<file path="src/rtl/otp_sram_key_rsp_pkg.sv">
// Shared state encoding and netlist constants for otp_sram_key_rsp.
package otp_sram_key_rsp_pkg;

  // Sparse encoding so single-bit upsets land in the illegal space.
  typedef enum logic [4:0] {
    StIdle    = 5'b10110,
    StEntropy = 5'b01101,
    StDerive  = 5'b11000,
    StAck     = 5'b00011,
    StError   = 5'b10001
  } state_e;

  localparam int unsigned RotAmt = 13;

  localparam logic [31:0] LfsrPoly = 32'h8020_0003;

  localparam logic [3:0] LcTxOff = 4'b1010;

  localparam logic [127:0] RndCnstKeyDefault =
    128'h3ba7_1f5c_9e04_d2a8_6b13_c7f0_45e9_8d21;

  localparam logic [63:0] RndCnstNonceDefault =
    64'h5d2c_e81f_a7b3_0946;

  localparam logic [31:0] RndCnstLfsrSeedDefault =
    32'h1d3a_9c47;

  function automatic logic [31:0] lfsr_step(
    input logic [31:0] s
  );
    return {1'b0, s[31:1]} ^ (s[0] ? LfsrPoly : 32'h0);
  endfunction

endpackage

</file>
<file path="src/rtl/otp_sram_key_rsp_lfsr.sv">
// Free-running 32-bit Galois LFSR; stands in for EDN
// when OTP_SRAM_KEY_RSP_EDN_EN is not defined.
module otp_sram_key_rsp_lfsr
  import otp_sram_key_rsp_pkg::*;
#(
  parameter logic [31:0] Seed = RndCnstLfsrSeedDefault
) (
  input  logic        clk_i,
  input  logic        rst_ni,
  output logic [31:0] word_o
);

  logic [31:0] lfsr_q;

  always_ff @(posedge clk_i) begin
    if (!rst_ni) begin
      lfsr_q <= Seed;
    end else begin
      lfsr_q <= lfsr_step(lfsr_q);
    end
  end

  assign word_o = lfsr_q;

endmodule

</file>
<file path="src/rtl/otp_sram_key_rsp.sv">
// OTP-side SRAM key responder. Define OTP_SRAM_KEY_RSP_EDN_EN
// to draw entropy from EDN instead of the internal LFSR.
module otp_sram_key_rsp
  import otp_sram_key_rsp_pkg::*;
#(
  parameter int unsigned KeyWidth   = 128,
  parameter int unsigned NonceWidth = 64,
  parameter int unsigned NumRounds  = 4,
  parameter logic [KeyWidth-1:0] RndCnstKey =
    RndCnstKeyDefault,
  parameter logic [NonceWidth-1:0] RndCnstNonce =
    RndCnstNonceDefault,
  parameter logic [31:0] RndCnstLfsrSeed =
    RndCnstLfsrSeedDefault
) (
  input  logic                  clk_i,
  input  logic                  rst_ni,
  input  logic                  key_req_i,
  output logic                  key_ack_o,
  output logic [KeyWidth-1:0]   key_o,
  output logic [NonceWidth-1:0] nonce_o,
  output logic                  seed_valid_o,
  input  logic [KeyWidth-1:0]   otp_seed_i,
  input  logic                  otp_seed_valid_i,
  output logic                  edn_req_o,
  input  logic                  edn_ack_i,
  input  logic [31:0]           edn_bits_i,
  input  logic [3:0]            lc_escalate_en_i
);

  localparam int unsigned EntW = KeyWidth + NonceWidth;
  localparam int unsigned NumWords = EntW / 32;
  localparam int unsigned WcntW =
    (NumWords > 1) ? $clog2(NumWords) : 1;
  localparam int unsigned RcntW = $clog2(NumRounds + 1);
  localparam logic [WcntW-1:0] LastWord =
    WcntW'(NumWords - 1);
  localparam logic [RcntW-1:0] LastRound =
    RcntW'(NumRounds);

  function automatic logic [KeyWidth-1:0] rotl(
    input logic [KeyWidth-1:0] v
  );
    return {v[KeyWidth-RotAmt-1:0],
            v[KeyWidth-1 -: RotAmt]};
  endfunction

  logic [31:0] word;
  logic        word_vld;

`ifdef OTP_SRAM_KEY_RSP_EDN_EN
  localparam logic EdnEn = 1'b1;
  assign word     = edn_bits_i;
  assign word_vld = edn_ack_i;
`else
  localparam logic EdnEn = 1'b0;
  logic [31:0] lfsr_word;
  logic        unused_edn;

  otp_sram_key_rsp_lfsr #(
    .Seed (RndCnstLfsrSeed)
  ) u_lfsr (
    .clk_i  (clk_i),
    .rst_ni (rst_ni),
    .word_o (lfsr_word)
  );

  assign word       = lfsr_word;
  assign word_vld   = 1'b1;
  assign unused_edn = ^{edn_ack_i, edn_bits_i};
`endif

  state_e                state_q;
  logic                  armed_q;
  logic [EntW-1:0]       ent_q;
  logic [KeyWidth-1:0]   s_q;
  logic [WcntW-1:0]      wcnt_q;
  logic [RcntW-1:0]      rcnt_q;
  logic                  sv_q;
  logic                  ack_q;
  logic [KeyWidth-1:0]   key_q;
  logic [NonceWidth-1:0] nonce_q;
  logic                  sv_out_q;
  logic                  edn_req_q;

  logic                escalate;
  logic                accept;
  logic [KeyWidth-1:0] s_load;
  logic [KeyWidth-1:0] s_round;

  assign escalate = lc_escalate_en_i != LcTxOff;
  assign accept   = key_req_i && armed_q;
  assign s_load   =
    (otp_seed_valid_i ? otp_seed_i : RndCnstKey)
    ^ ent_q[KeyWidth-1:0];
  assign s_round  = rotl(s_q) ^ RndCnstKey;

  always_ff @(posedge clk_i) begin
    if (!rst_ni) begin
      state_q   <= StIdle;
      armed_q   <= 1'b1;
      ent_q     <= '0;
      s_q       <= '0;
      wcnt_q    <= '0;
      rcnt_q    <= '0;
      sv_q      <= 1'b0;
      ack_q     <= 1'b0;
      key_q     <= '0;
      nonce_q   <= '0;
      sv_out_q  <= 1'b0;
      edn_req_q <= 1'b0;
    end else begin
      // Data is only driven during the ack cycle.
      ack_q    <= 1'b0;
      key_q    <= '0;
      nonce_q  <= '0;
      sv_out_q <= 1'b0;
      armed_q  <= armed_q | ~key_req_i;
      if (escalate && state_q != StError) begin
        state_q   <= StError;
        edn_req_q <= 1'b0;
      end else begin
        case (state_q)
          StIdle: begin
            if (accept) begin
              state_q   <= StEntropy;
              armed_q   <= 1'b0;
              wcnt_q    <= '0;
              edn_req_q <= EdnEn;
            end
          end
          StEntropy: begin
            if (word_vld) begin
              ent_q[{wcnt_q, 5'b0} +: 32] <= word;
              wcnt_q <= wcnt_q + 1'b1;
              if (wcnt_q == LastWord) begin
                state_q   <= StDerive;
                rcnt_q    <= '0;
                edn_req_q <= 1'b0;
              end
            end
          end
          StDerive: begin
            if (rcnt_q == '0) begin
              s_q    <= s_load;
              sv_q   <= otp_seed_valid_i;
              rcnt_q <= rcnt_q + 1'b1;
            end else begin
              s_q    <= s_round;
              rcnt_q <= rcnt_q + 1'b1;
              if (rcnt_q == LastRound) begin
                state_q  <= StAck;
                ack_q    <= 1'b1;
                key_q    <= s_round;
                nonce_q  <=
                  ent_q[KeyWidth +: NonceWidth];
                sv_out_q <= sv_q;
              end
            end
          end
          StAck: begin
            state_q <= StIdle;
          end
          StError: begin
            if (accept) begin
              armed_q <= 1'b0;
              ack_q   <= 1'b1;
              key_q   <= RndCnstKey;
              nonce_q <= RndCnstNonce;
            end
          end
          default: begin
            state_q   <= StError;
            edn_req_q <= 1'b0;
          end
        endcase
      end
    end
  end

  assign key_ack_o    = ack_q;
  assign key_o        = key_q;
  assign nonce_o      = nonce_q;
  assign seed_valid_o = sv_out_q;
  assign edn_req_o    = edn_req_q;

endmodule
</file>
<file path="config.mk">
export PLATFORM = sky130hd
export DESIGN_NAME = otp_sram_key_rsp
export DESIGN_NICKNAME = d
export VERILOG_FILES = /design/src/rtl/otp_sram_key_rsp_pkg.sv /design/src/rtl/otp_sram_key_rsp_lfsr.sv /design/src/rtl/otp_sram_key_rsp.sv
export SDC_FILE = /design/constraint.sdc
export NUM_CORES = 1
export LEC_CHECK = 0
export ABC_AREA = 1
export CAP_MARGIN = 30
export CORE_MARGIN = 3
export CORE_UTILIZATION = 25
export CTS_CLUSTER_DIAMETER = 200
export DETAILED_ROUTE_END_ITERATION = 10
export GPL_TIMING_DRIVEN = 0
export PLACE_DENSITY = 0.4
export SETUP_SLACK_MARGIN = 0.3
export SLEW_MARGIN = 20
export SYNTH_ARGS = -nofsm -noshare
export SYNTH_HDL_FRONTEND = slang
export SYNTH_SLANG_ARGS = --single-unit
</file>
<file path="constraint.sdc">
create_clock -name clk_i -period 4 [get_ports clk_i]
set_input_delay 0.4 -clock clk_i [delete_from_list [all_inputs] [get_ports clk_i]]
set_output_delay 0.4 -clock clk_i [all_outputs]
set_load 0.01 [all_outputs]
</file>
## Word level (Yosys, flattened, before mapping)

Index checks and enable logic that the tools add are counted.

- Register bits: 560

- Add/subtract/negate cells: 3
- Bitwise gates (word level): 11
- Shift operators: 2
- Reductions and logical operators: 17
- Mux-type cells: 32
- Equality and inequality tests: 18

Operators with widths:

| kind | count |
|---|---|
| 128-bit 2-to-1 mux | 4 |
| 128-bit case mux with 2 select lines | 1 |
| 192-bit bitwise mux | 1 |
| 32-bit by 10-bit variable shift with 192-bit output, first input constant | 1 |
| 32-bit by 10-bit indexed part select with 192-bit output | 1 |
| 64-bit 2-to-1 mux | 2 |
| 64-bit case mux with 2 select lines | 1 |
| 128-bit bitwise XOR | 1 |
| 126-bit 2-to-1 mux | 1 |
| 63-bit 2-to-1 mux | 1 |
| 63-bit NOT | 1 |
| 32-bit 2-to-1 mux | 1 |
| 31-bit by 32-bit bitwise XOR with 32-bit output | 1 |
| 5-bit case mux with 5 select lines | 1 |
| 5-bit 2-to-1 mux | 4 |
| 5-bit equality test, second input constant | 3 |
| 3-bit inequality test, second input constant | 4 |
| 3-bit case mux with 2 select lines | 2 |
| 3-bit AND reduction | 4 |
| 2-bit inequality test, second input constant | 5 |
| 8-bit negator with 10-bit output | 1 |
| 5-bit AND reduction | 2 |
| 3-bit 2-to-1 mux | 3 |
| 1-bit 2-to-1 mux | 8 |
| 17 further kinds | 29 |

## Logic depth before layout (Yosys ltp)

- Depth in word-level cells: 5
- Gate-level depth with buffers: 12
- Gate-level depth less buffers: 10

## By module

A second synthesis with hierarchy kept.

- Cells, all modules: 3,300
- Area total of the unflattened synthesis: 23,603.9 µm²

Modules (own cells, without submodules):

| module | area an instance (µm²) | cells an instance | instances | seq. area each (µm²) |
|---|---|---|---|---|
| otp_sram_key_rsp | 22,663.0 | 3,194 | 1 | 10,550.1 |
| otp_sram_key_rsp_lfsr | 940.9 | 106 | 1 | 640.6 |

## Worst setup path before layout

Ideal clock, no wire load.

- Path kind: register to register
- Start point: register wcnt_q[0]
- End point: register ent_q[100]
- Slack: 1.692 ns
- Setup time: 0.070 ns
- Period minus slack after synthesis: 2.308 ns
- Arrival time: 2.238 ns
- Data required time: 3.930 ns
- Stages on the path, launching flop included: 11
- Path through: dfxtp_1 inv_2 clkbuf_1 ha_1 ha_1 buf_2 nand2_1 nor2_1 clkbuf_1 nand3_1 a21oi_1

- Cells in the longest elaborated chain, start to end: 3
- Elaborated cells between the ends (all ways): 4
- Those cells by class: add/sub (1); shift (2); mux (1)

Ends and longest elaborated chain:

| what | line | text |
|---|---|---|
| from (decl) | otp_sram_key_rsp.sv:77 | `logic [WcntW-1:0] wcnt_q;` |
| from (signal assigned) | otp_sram_key_rsp.sv:135 | `wcnt_q <= wcnt_q + 1'b1;` |
| 8-bit negator with 10-bit output * | otp_sram_key_rsp.sv:134 | `ent_q[{wcnt_q, 5'b0} +: 32] <= word;` |
| 32-bit by 10-bit indexed part select with 192-bit output / 32-bit by 10-bit variable shift with 192-bit output (equally long branches) | otp_sram_key_rsp.sv:134 |  |
| 192-bit bitwise mux * | otp_sram_key_rsp.sv:134 |  |
| to (signal, indexed assignment) | otp_sram_key_rsp.sv:134 |  |
| to (decl) | otp_sram_key_rsp.sv:75 | `logic [EntW-1:0] ent_q;` |

Mark *: on every way between the ends. The rest lies on a longest branch, timed or not.
A chain may end at the register's enable or synchronous reset.

## Worst setup path in the final report

- Start point: register wcnt_q[0]
- End point: register ent_q[23]

The elaborated chain is that of the path after synthesis.

==> flow_metrics.env <==
export IMPL_io_pins=364
export IMPL_cts_buffer_depth=3
export IMPL_via_per_inst=4.64
export IMPL_synth_seq_cells=559
export IMPL_critPathArrivalTime_ps=3890
export IMPL_hp_class="primary input to flop"
export IMPL_cap_violations=0
export IMPL_avgSynthCellArea_um2=7.24
export IMPL_core_mm2=0.0924
export IMPL_start_kind="flop"
export IMPL_ctsResizeCount=0
export IMPL_powerDensity_mw_per_mm2=421
export IMPL_ys_warn_count=0
export IMPL_routed_wl_um=110000
export IMPL_rr_worst_depth=11
export IMPL_crit_path_end_kind="flop"
export IMPL_crit_fanout=11
export IMPL_synth_fp_nets=3421
export IMPL_cts_setup_buffers=0
export IMPL_first_global_vias=22100
export IMPL_clock_sinks=559
export IMPL_antenna_found_initial=13
export IMPL_gp_congestion=0.901
export IMPL_fp_dieW_um=313
export IMPL_cp_required_ps=4530
export IMPL_cts_made_buffers=70
export IMPL_grt_max_degree=13
export IMPL_fin_worst_skew_ps=34.8
export IMPL_cts_root_buf="clkbuf_16"
export IMPL_whs_ps=343
export IMPL_synthSimpleGateAreaFrac=0.303
export IMPL_p_sw_uw=3040
export IMPL_ys_types=31
export IMPL_clkTransAtPathRegs_ps=60
export IMPL_io_buffer_count=327
export IMPL_drive_gt1_frac=0.0851
export IMPL_grt_pass1_wl_um=156000
export IMPL_initial_core_util=0.254
export IMPL_setup_viol=0
export IMPL_ys_seq_area_frac=0.476
export IMPL_dpl_cell_area_mm2=0.0283
export IMPL_tightestPinTransition_ps=1040
export IMPL_synth_area_top_cells="dfxtp_1, nand2_1, nand3_1"
export IMPL_grt_overflow_total=0
export IMPL_synthAdderAreaFrac=0.00373
export IMPL_yosysTopAreaCell="dfxtp_1"
export IMPL_netlist_instances=3245
export IMPL_cellInternalPower_uw=9940
export IMPL_drt_iter0_drc=1713
export IMPL_finalSetupTns_ps=0
export IMPL_areaGrowthSynthToFinish_pct=31.1
export IMPL_yosys_area_share_xor_xnor=0.000746
export IMPL_synth_edf_count=0
export IMPL_synth_compound_area_frac=0.130
export IMPL_synthTopCellsByCount="dfxtp_1, nand2_1, nor2_1"
export IMPL_rows=111
export IMPL_die_h_um=313
export IMPL_rsz0062_at_grt="false"
export IMPL_p_seq_frac=0.436
export IMPL_cellLeakagePower_uw=0.0114
export IMPL_detail_route_first_pass_iterations=7
export IMPL_fin_crit_sh=0.840
export IMPL_final_nets=3822
export IMPL_postRouteAntennaNets=0
export IMPL_clkPwrFrac=0.522
export IMPL_status="finished clean"
export IMPL_cts_tree="built"
export IMPL_synthMuxAreaShare=0
export IMPL_fin_crit_ps=3360
export IMPL_htree_num_levels=3
export IMPL_rrSetupSlack_ps=640
export IMPL_postCtsHoldBufs=0
export IMPL_slew_violations=0
export IMPL_wl_per_cell_um=22.2
export IMPL_swShare=0.234
export IMPL_synth_area_mm2=0.0235
export IMPL_ir_worst_vdd_uv=253
export IMPL_ys_flop_type="dfxtp_1"
export IMPL_slew_headroom=0.308
export IMPL_hold_depth=2
export IMPL_place_detailed_hpwl_um=86100
export IMPL_stdcell_area_mm2=0.0308
export IMPL_synth_top_family_by_area="simple AND/OR/NAND/NOR gates"
export IMPL_p_comb_frac=0.043
export IMPL_max_freq_mhz=298
export IMPL_insertion_delay_ps=620
export IMPL_synth_most_common_cell="dfxtp_1"
export IMPL_crit_type="flop to flop"
export IMPL_yosys_area_top_type_share=0.476
export IMPL_drc=0
export IMPL_die_area_mm2=0.0977
export IMPL_ys_async_sr_fraction=0
export IMPL_grt_usage=0.218
export IMPL_finalHoldViolCount=0
export IMPL_num_vias=22900
## critical path: stages (launching register included)
cell      delay, ps
dfxtp_1         480
inv_2           110
clkbuf_1        300
ha_1            310
ha_1            360
clkinv_1        340
nand2_1         180
nor3_1           70
nand2_1         360
clkbuf_1        400
o21ai_0         240
nor2_1          120
## final timing paths
path                                               from                 endpoint
worst max-delay path             wcnt_q[0]$_SDFFE_PN0P_   ent_q[23]$_SDFFE_PN0P_
worst min-delay path                          key_req_i       armed_q$_SDFF_PN1_
worst max register to register   wcnt_q[0]$_SDFFE_PN0P_   ent_q[23]$_SDFFE_PN0P_
worst min register to register  ent_q[146]$_SDFFE_PN0P_  ent_q[146]$_SDFFE_PN0P_
## cell type report
| class | count | area, um^2 |
|---|---|---|
| Fill cell | 10100 | 61600 |
| Sequential cell | 559 | 11200 |
| Multi-Input combinational cell | 2182 | 10300 |
| Timing Repair Buffer | 329 | 3300 |
| Clock buffer | 96 | 2020 |
| Tap cell | 1243 | 1560 |
| Buffer | 240 | 1020 |
| Inverter | 264 | 991 |
| Clock inverter | 30 | 413 |
| Antenna cell | 6 | 15.0 |
## layout by cell type, fill, tap and decap left out, types with 2 or more instances in the layout
| cell type | instances |
|---|---|
| clkinv_2 | 14 |
| ha_1 | 7 |
| nor2_4 | 3 |
| clkbuf_16 | 73 |
| buf_2 | 53 |
| nand3_1 | 348 |
| xnor2_1 | 2 |
| clkinv_1 | 2 |
| buf_4 | 6 |
| nor2_1 | 424 |
| buf_1 | 16 |
| clkbuf_8 | 11 |
| clkinv_8 | 2 |
| inv_1 | 252 |
| clkinvlp_4 | 3 |
| nand2_2 | 2 |
| buf_6 | 6 |
| nand4_1 | 14 |
| or2_2 | 41 |
| a21oi_1 | 328 |
| clkdlybuf4s50_1 | 327 |
| nand2_1 | 532 |
| dfxtp_1 | 559 |
| nor2_2 | 45 |
| nor3_2 | 30 |
| diode_2 | 6 |
| inv_2 | 10 |
| clkbuf_1 | 173 |
| nor3b_1 | 64 |
| nor3_1 | 60 |
| nand3_2 | 2 |
| bufinv_16 | 9 |
| o22ai_1 | 8 |
| o21ai_0 | 267 |
## sequential cells by signal, summed over array words and instances (netlist names), 3 cells and up
name,cells
ent_q,192
key_o,128
s_q,128
nonce_o,64
u_lfsr.word_o,32
state_q,5
rcnt_q,3
wcnt_q,3
## logic make-up (layout without fill, tap and decap cells)
| kind of cell | after synthesis | after routing |
|---|---|---|
| xor gates and xnor gates | 2 | 2 |
| and+or+nand+nor | 1566 | 1566 |
| AOI/OAI and AO/OA | 606 | 606 |
| other | 1 | 7 |
| DFF | 559 | 559 |
| buffers and inverters | 504 | 959 |
| adders and majority gates | 7 | 7 |
## metal layers
| layer | track usage | part of all wire | up-vias |
|---|---|---|---|
| met3 | 0.0377 | 0.058 | 144 |
| met2 | 0.350 | 0.45 | 698 |
| met5 | 0 | 0.00021 | - |
| met4 | 0.0580 | 0.023 | 4 |
| li1 | - | - | 11400 |
| met1 | 0.302 | 0.47 | 10800 |
## stage by stage
stage	std cells	utilization	worst slack (ps)	total power, uW
finish	4949	0.333	640	13000
global route	4948	0.333	363	13400
CTS	4943	0.333	681	13100
detailed placement	4817	0.307	726	6320
global placement	4815	0.307	748	6320
floorplan	3245	-	1690	5970
## power groups by stage
stage / clock, uW / sequential, uW / combinational, uW
after global placement: 0 / 5780 / 548
after global routing: 7150 / 5650 / 595
after floorplan: 0 / 5730 / 237
final: 6770 / 5650 / 552
after CTS: 6940 / 5650 / 551
after detailed placement: 0 / 5770 / 548
(Power assumes the default switching activity.)
